File: src/rtl/clk_fbounds_param.sv
// rtl/clk_fbounds_param.sv - clips a sign-magnitude float sample between loaded low/high bounds
module clk_fbounds_param #(
    parameter int EXP_W    = 8,
    parameter int MAN_W    = 23,
    parameter int NAN_PASS = 1,
    localparam int W       = 1 + EXP_W + MAN_W
) (
    input  logic         clk,
    input  logic         reset,
    input  logic [W-1:0] din,
    input  logic         init,
    input  logic         start,
    output logic [W-1:0] dout,
    output logic         in_bounds,
    output logic         below,
    output logic         above,
    output logic         is_nan,
    output logic         bnd_err,
    output logic         finished
);

    typedef enum logic [1:0] {
        IDLE   = 2'd0,
        LD_HI  = 2'd1,
        CMP_LO = 2'd2,
        CMP_HI = 2'd3
    } state_t;

    state_t       state;
    state_t       state_nxt;
    logic [W-1:0] low_bnd;
    logic [W-1:0] high_bnd;
    logic [W-1:0] a_reg;
    logic         a_nan;
    logic         a_lt_low;
    logic         high_lt_a;
    logic         din_lt_low;

    // Sign-magnitude less-than; +0 and -0 compare equal.
    function automatic logic fp_lt(input logic [W-1:0] x, input logic [W-1:0] y);
        logic [W-2:0] mx;
        logic [W-2:0] my;
        mx = x[W-2:0];
        my = y[W-2:0];
        if (x[W-1] != y[W-1])
            return x[W-1] && ((mx != '0) || (my != '0));
        else if (!x[W-1])
            return mx < my;
        else
            return mx > my;
    endfunction

    assign a_nan      = (&a_reg[W-2:MAN_W]) && (|a_reg[MAN_W-1:0]);
    assign a_lt_low   = fp_lt(a_reg, low_bnd);
    assign high_lt_a  = fp_lt(high_bnd, a_reg);
    assign din_lt_low = fp_lt(din, low_bnd);

    always_ff @(posedge clk) begin
        if (reset)
            state <= IDLE;
        else
            state <= state_nxt;
    end

    always_comb begin
        state_nxt = state;
        case (state)
            IDLE: begin
                if (start)
                    state_nxt = CMP_LO;
                else if (init)
                    state_nxt = LD_HI;
            end
            LD_HI:  state_nxt = IDLE;
            CMP_LO: state_nxt = (a_nan || a_lt_low) ? IDLE : CMP_HI;
            CMP_HI: state_nxt = IDLE;
            default: state_nxt = IDLE;
        endcase
    end

    always_ff @(posedge clk) begin
        if (reset) begin
            low_bnd   <= '0;
            high_bnd  <= '0;
            a_reg     <= '0;
            dout      <= '0;
            in_bounds <= 1'b0;
            below     <= 1'b0;
            above     <= 1'b0;
            is_nan    <= 1'b0;
            bnd_err   <= 1'b0;
            finished  <= 1'b1;
        end else begin
            case (state)
                IDLE: begin
                    if (start) begin
                        a_reg     <= din;
                        finished  <= 1'b0;
                        in_bounds <= 1'b0;
                        below     <= 1'b0;
                        above     <= 1'b0;
                        is_nan    <= 1'b0;
                    end else if (init) begin
                        low_bnd <= din;
                    end
                end
                LD_HI: begin
                    high_bnd <= din;
                    bnd_err  <= din_lt_low;
                end
                CMP_LO: begin
                    // Low check first, so an inverted bound pair still clips low.
                    if (a_nan) begin
                        is_nan   <= 1'b1;
                        finished <= 1'b1;
                        dout     <= (NAN_PASS != 0) ? a_reg : low_bnd;
                    end else if (a_lt_low) begin
                        below    <= 1'b1;
                        finished <= 1'b1;
                        dout     <= low_bnd;
                    end
                end
                CMP_HI: begin
                    finished <= 1'b1;
                    if (high_lt_a) begin
                        above <= 1'b1;
                        dout  <= high_bnd;
                    end else begin
                        in_bounds <= 1'b1;
                        dout      <= a_reg;
                    end
                end
                default: ;
            endcase
        end
    end

endmodule

File: config.mk
export PLATFORM = sky130hd
export DESIGN_NAME = clk_fbounds_param
export DESIGN_NICKNAME = d
export VERILOG_FILES = /design/src/rtl/clk_fbounds_param.sv
export SDC_FILE = /design/constraint.sdc
export NUM_CORES = 1
export LEC_CHECK = 0
export ABC_AREA = 1
export CAP_MARGIN = 10
export CORE_AREA = 2 2 154 156
export DETAILED_ROUTE_END_ITERATION = 7
export DIE_AREA = 0 0 156 158
export DONT_BUFFER_PORTS = 1
export GPL_ROUTABILITY_DRIVEN = 0
export SYNTH_ARGS = -nofsm -noshare
export SYNTH_HDL_FRONTEND = slang
export SYNTH_SLANG_ARGS = --single-unit
File: constraint.sdc
create_clock -name clk -period 2.97 [get_ports clk]
set_clock_uncertainty 0.15 [all_clocks]
set_input_delay 0.594 -clock clk [delete_from_list [all_inputs] [get_ports clk]]
set_output_delay 0.594 -clock clk [all_outputs]
set_load 0.005 [all_outputs]
==> impl_metrics.toml, run 1 <==
[status]
status = "finished, final reports clean"

[global_routing]
global_routing_usage_summed_across_all_routing_layers_pct = 23.2
pin_count_of_the_biggest_net_entering_global_routing = 75
antenna_found_initial = 0
grt_overflow_total = 0
first_pass_grt_wire_length_um = 43500
first_global_vias = 7643

[power]
total_switching_power_w = 0.00215
swShare_pct = 35.9
clock_power_share_pct = 33.0
seq_power_share_pct = 37.7
power_density_nw_per_um2 = 620
intPower_w = 0.00384
static-leakage-power_nw = 4.32
worst_ir_drop_vdd_mv = 0.251
total_power_w = 0.00599
p_comb_share_pct = 29.3

[logic_synthesis]
synth_top_cell_area_share_pct = 30.8
synth.top_cells.by_area = "sky130_fd_sc_hd__dfxtp_1 31%, sky130_fd_sc_hd__ha_1 13%, sky130_fd_sc_hd__a21oi_1 9.7%"
mappedNetlistArea_um2 = 8840
synth.lib_cells_used.distinct = 40
synth_area_leader_cell = "sky130_fd_sc_hd__dfxtp_1"
ys_warn_count = 0
synth.yosys.seq_area_share_pct = 30.8
synthesis.instances = 1269
synth_net_count = 1398
postSynthRegisterBits = 136
dominantRegCellSynth = "sky130_fd_sc_hd__dfxtp_1"
synth_async_sr_flop_share_pct = 0
synth_enable_flop_cells = 0
avgSynthCellArea_um2 = 6.96

[clock_network]
ctsHoldBuffers = 0
clock_tree.buffer_depth = 2
tritoncts_clock_tree = "done"
numCtsBuffers = 17
cts.sink_count = 136
clock_latency_at_the_later_pin_of_the_worst_skew_pair_ps = 430
clock_tree.htree_level_count = 4
root_buffer = "sky130_fd_sc_hd__clkbuf_16"
clkTransAtPathRegs_ps = 60

[final_layout]
layout-area-overhead-vs-synth_pct = 9.26
layout-drive-gt1-share_pct = 10.5
nets = 1386
fillerInstances = 2360
antennaDiodeCount = 0
layout.area.seq_um2 = 2720
commonest_non_fill_non_tap_cell_in_the_layout = "sky130_fd_sc_hd__nand2_1"
multiInputGateArea_um2 = 5070
number_of_standard_cells_in_the_layout_taps_in_and_fillers_out = 1555
finish.instance_area_um2 = 9650
most_used_cells_in_the_layout_excluding_fill_and_tap_cells = "189 x sky130_fd_sc_hd__nand2_1, 184 x sky130_fd_sc_hd__inv_1, 172 x sky130_fd_sc_hd__a21oi_1"

[sta]
relSlewSlack_pct = 47.3
final_hold_viols = 0
setup_viol = 0
rsz_0062_raised_after_global_routing = "false"
highest_clock_frequency_the_design_can_meet_mhz = 369
timing.final.max_slew_violations = 0
setup_tns_ps = 0
fin_crit_ps = 2710
worst_slew_pin_slew_ps = 784
fin_crit_sh_pct = 91.2
setup_slack_ps = 261

[min_path]
min_path_cells = 1
timing.hold.worst.class = "primary input to flop"
hold_path_end = "is_nan"
worstHoldStart = "reset"

[die]
start_util_pct = 38.3
dieArea_um2 = 24600
placement_rows = 56
boundaryPins = 74
die-width_um = 156
die_h_um = 158
floorplan.core_area_um2 = 23100

[routing]
drt_iter0_markers = 677
ant_nets = 0
vias = 8263
post_drt_wl_per_cell_um = 18.0
drt_first_pass_iters = 5
route.detailed.drc = 0
via_per_inst = 5.31
drt-total-wl_um = 28000

[critical_path]
timing.critical_path.cells = "inv_1 -> ha_1 -> nand4_1 -> nor2_1 -> nor2b_1 -> a21oi_1 -> nand2_1 -> nand4_2 -> nand2_2 -> buf_4 -> nor2_1 -> nand3_1 -> nand2_1 -> inv_1"
worst-setup-path-type = "flop to flop"
critical-path-max-stage-delay_ps = 340
crit_fanout = 17
critical_path.reg2reg.startpoint = "low_bnd[14]"
worst_setup_path_start_kind = "flop"
critical_path.slowest_cell = "sky130_fd_sc_hd__dfxtp_1"
required_ps = 3190
arrival_ps = 2930
slack_of_the_worst_reg_to_reg_path_ps = 260
crit_end_element = "flop"
reg2reg_depth = 14
worst_r2r_endpoint = "dout[13]"

[placed_design]
post_dp_cell_area_um2 = 9090
detailedPlace.worstSlack_ps = 262
dp.final_hpwl_um = 20500
placed_cells = 1525
buffer_ports.inserted = 0

[run]
max-cap-violations = 0
## through the flow
stage          hold WS, ps  util, %
3_5_place_dp           331     39.4
2_1_floorplan          298        -
3_3_place_gp           321     39.4
4_1_cts               73.8     41.7
6_report              96.0     41.9
5_1_grt               76.9     41.9
## timing repair
| action | 4_1_cts | 5_1_grt |
|---|---|---|
| setup endpoints to repair | 0 | 6 |
| resized for setup | 0 | 1 |
| buffers inserted | 0 | 3 |
| hold endpoints to repair | 0 | 0 |
## kinds of logic (layout without fill, tap and decap cells)
group                    Yosys count  in the layout  synth area share, %
AND/OR/NAND/NOR                  451            451                 23.7
AO/OA/AOI/OAI                    337            337                 20.3
buffers and inverters            252            248                 12.0
flip-flops                       136            136                 30.8
adder cells (fa/ha/maj)           93             93                 13.2
## cells in the mapped netlist (4+ instances only)
| master | count |
|---|---|
| sky130_fd_sc_hd__a21o_1 | 4 |
| sky130_fd_sc_hd__a21oi_1 | 172 |
| sky130_fd_sc_hd__a21oi_2 | 22 |
| sky130_fd_sc_hd__buf_2 | 9 |
| sky130_fd_sc_hd__clkbuf_1 | 35 |
| sky130_fd_sc_hd__dfxtp_1 | 136 |
| sky130_fd_sc_hd__ha_1 | 93 |
| sky130_fd_sc_hd__inv_1 | 185 |
| sky130_fd_sc_hd__inv_2 | 9 |
| sky130_fd_sc_hd__nand2_1 | 190 |
| sky130_fd_sc_hd__nand2_2 | 24 |
| sky130_fd_sc_hd__nand3_1 | 57 |
| sky130_fd_sc_hd__nand3_2 | 10 |
| sky130_fd_sc_hd__nand4_1 | 35 |
| sky130_fd_sc_hd__nor2_1 | 109 |
| sky130_fd_sc_hd__nor2_2 | 5 |
| sky130_fd_sc_hd__nor4_1 | 6 |
| sky130_fd_sc_hd__o21ai_0 | 133 |
## worst max path at each step
| stage | startpoint | to | slack (ps) | cells after the start |
|---|---|---|---|---|
| detailed placement | a_reg[12] | dout[13] | 260 | 18 |
| global route | a_reg[4] | dout[26] | 50 | 18 |
| finish | low_bnd[14] | dout[13] | 260 | 14 |
| global placement | a_reg[12] | dout[13] | 290 | 18 |
| floorplan | a_reg[22] | dout[24] | 760 | 14 |
| CTS | a_reg[14] | dout[13] | 240 | 18 |
## cell type report
| class | count | area share (%) |
|---|---|---|
| multi-input cells | 881 | 52.5 |
| inverters | 196 | 7.67 |
| clock inverters | 5 | 0.518 |
| repair buffers | 25 | 2.46 |
| well taps | 290 | 3.76 |
| clock buffers | 22 | 4.91 |
| flip-flops and latches | 136 | 28.2 |
## routing by layer
metal  vias up  track usage (%)  part of all wire (%)
li1       4168                -                     -
met1      3776             31.7                    46
met2       285             36.8                    44
met3        34             4.46                   7.6
met4         0             7.51                   2.1
met5         -                0                     0
## worst max-delay path, delay by kind of cell (launching register included)
kind                     cells  cell delay, ps
AND/OR/NAND/NOR              9            1330
buffers and inverters        3             400
flip-flops                   1             340
adder cells (fa/ha/maj)      1             320
AO/OA/AOI/OAI                1             100
## power by group through the flow
stage | registers, W | logic (W) | clock network, W
4_1_cts | 0.00226 | 0.00174 | 0.00201
2_1_floorplan | 0.00221 | 0.00131 | 0
5_1_grt | 0.00229 | 0.00199 | 0.00208
6_report | 0.00226 | 0.00175 | 0.00198
3_3_place_gp | 0.00229 | 0.00170 | 0
3_5_place_dp | 0.00229 | 0.00173 | 0
Power figures use the tool's default switching activity.
==> inputs of run 2 (changes only) <==
- CTS_CLUSTER_DIAMETER: unset -> 40
==> results of run 2 <==
Final layout, timing and power as in run 1 (identical DEF).
==> inputs of run 3 (changes only) <==
- CORE_AREA: 2 2 154 156 -> 2 2 110 218
- DIE_AREA: 0 0 156 158 -> 0 0 112 220
- GPL_TIMING_DRIVEN: unset -> 0
==> run 3 against run 2 <==
Maximum frequency down 5.0%. Sequential power about the same. Global-route usage up 4.2 points. Final area up 2.1%. Worst hold slack better by 42 ps. Die area about the same. Core utilization up 0.72 points. Clock power up 6%. Wire length up 20%. Register-to-register slack worse by 140 ps. Final cell count up 1.9%. Sequential share of layout area down 0.55 points.
==> impl_metrics.toml, run 3 (same netlist as run 1, synthesis figures left out) <==
[power]
static-leakage-power_nw = 4.36
intPower_w = 0.00389
total_switching_power_w = 0.00239
clock_power_share_pct = 33.3
worst_ir_drop_vdd_mv = 0.379
p_comb_share_pct = 30.9
seq_power_share_pct = 35.8
power_density_nw_per_um2 = 638
total_power_w = 0.00628
swShare_pct = 38.0

[placed_design]
post_dp_cell_area_um2 = 9190
dp.final_hpwl_um = 26200
detailedPlace.worstSlack_ps = 32.0
buffer_ports.inserted = 0

[critical_path]
timing.critical_path.depth = 15
crit_fanout = 10
worst_setup_path_start_kind = "flop"
most_prevalent_standard_cell_on_the_critical_path = "sky130_fd_sc_hd__nand2_1"
crit_end_element = "flop"
cp_delay_by_family_top = "simple AND/OR/NAND/NOR gates"
timing.critical_path.cells = "inv_1 -> ha_1 -> a21oi_1 -> nor2_1 -> nor2_1 -> nand2_1 -> a21oi_2 -> nand2_2 -> nand2_1 -> nand3_4 -> clkbuf_8 -> nand3_1 -> nand3_2 -> nand2_1 -> inv_1"
arrival_ps = 3050
critical_path.slowest_cell = "sky130_fd_sc_hd__dfxtp_1"
reg2reg_depth = 15
crit_buf_inv = 3
worst-setup-path-type = "flop to flop"
required_ps = 3170
critical-path-max-stage-delay_ps = 420

[routing]
drt-total-wl_um = 33600
post_drt_wl_per_cell_um = 21.2
route.detailed.drc = 0
ant_nets = 0
drt_first_pass_iters = 6
via_per_inst = 5.55
drt_iter0_markers = 523
vias = 8798

[global_routing]
pin_count_of_the_biggest_net_entering_global_routing = 17
first_global_vias = 8814
grt_overflow_total = 0
antenna_found_initial = 0
global_route.peak_usage_layer = "met2"
global_routing_usage_summed_across_all_routing_layers_pct = 27.4
gr-usage-met3_pct = 5.25
first_pass_grt_wire_length_um = 49900
grt.met1_usage_pct = 24.4
use_met2_pct = 50.2

[sta]
relSlewSlack_pct = 40.1
worst_slew_pin_slew_ps = 899
timing.final.max_slew_violations = 0
fin_crit_sh_pct = 96.0
fin_crit_ps = 2850
setup_viol = 0
highest_clock_frequency_the_design_can_meet_mhz = 351
setup_slack_ps = 118
final.hold.worst_slack_ps = 138
final_hold_viols = 0

[final_layout]
commonest_non_fill_non_tap_cell_in_the_layout = "sky130_fd_sc_hd__nand2_1"
layout-area-overhead-vs-synth_pct = 11.5
layout-drive-gt1-share_pct = 11.0
most_used_cells_in_the_layout_excluding_fill_and_tap_cells = "189 x sky130_fd_sc_hd__nand2_1, 182 x sky130_fd_sc_hd__inv_1, 171 x sky130_fd_sc_hd__a21oi_1"
nets = 1418
antennaDiodeCount = 0
finish.instance_area_um2 = 9850
core_util_final_pct = 42.6

[die]
die-width_um = 112
placement_rows = 79
start_util_pct = 38.2
floorplan.core_area_um2 = 23100
boundaryPins = 74
dieArea_um2 = 24600
die_h_um = 220

[min_path]
min_path_cells = 2
timing.hold.worst.class = "primary input to flop"

[clock_network]
clock_latency_at_the_later_pin_of_the_worst_skew_pair_ps = 450
clkTransAtPathRegs_ps = 60
tritoncts_clock_tree = "done"
ctsHoldBuffers = 0
cts.sink_count = 136
root_buffer = "sky130_fd_sc_hd__clkbuf_16"
clock_tree.buffer_depth = 2
clock_tree.htree_level_count = 4
numCtsBuffers = 17

[status]
status = "finished, final reports clean"

[run]
max-cap-violations = 0
-- run 3: repair_timing --
action | 4_1_cts | 5_1_grt
buffers inserted | 0 | 1
endpoints found under the setup margin | 0 | 34
resized for setup | 0 | 30
-- run 3: routing by layer --
metal	up-vias	wire, µm	part of all wire (%)
li1	4254	-	-
met1	4076	11000	33
met2	314	17400	52
met3	154	1550	4.6
met4	0	3640	11
met5	-	0	0
-- run 3: per-stage QoR --
stage	std cells	TNS (ps)
final	1584	0
after detailed placement	1552	0
after floorplan	1269	0
after global placement	1552	0
after CTS	1583	0
after global routing	1584	-2.22
-- run 3: final timing paths --
kind                            startpoint      endpoint  slack [ps]
worst max-delay path             a_reg[28]       dout[8]         120
worst min-delay path               din[31]  high_bnd[31]         140
worst max register to register   a_reg[28]       dout[8]         120
worst min register to register    finished      finished         340
-- run 3: cell type report --
cell class	instances	area, µm²
Inverter	196	738
Sequential cell	136	2730
Fill cell	2511	13300
Timing Repair Buffer	1	7.51
Clock inverter	11	100
Multi-Input combinational cell	881	5110
Clock buffer	20	467
Tap cell	283	354
Buffer	56	353
-- run 3: power by group through the flow --
stage | clock (W) | combinational [W] | sequential [W]
floorplan | 0 | 0.00131 | 0.00221
global route | 0.00217 | 0.00216 | 0.00227
detailed placement | 0 | 0.00186 | 0.00228
finish | 0.00209 | 0.00194 | 0.00225
global placement | 0 | 0.00183 | 0.00228
CTS | 0.00210 | 0.00187 | 0.00224
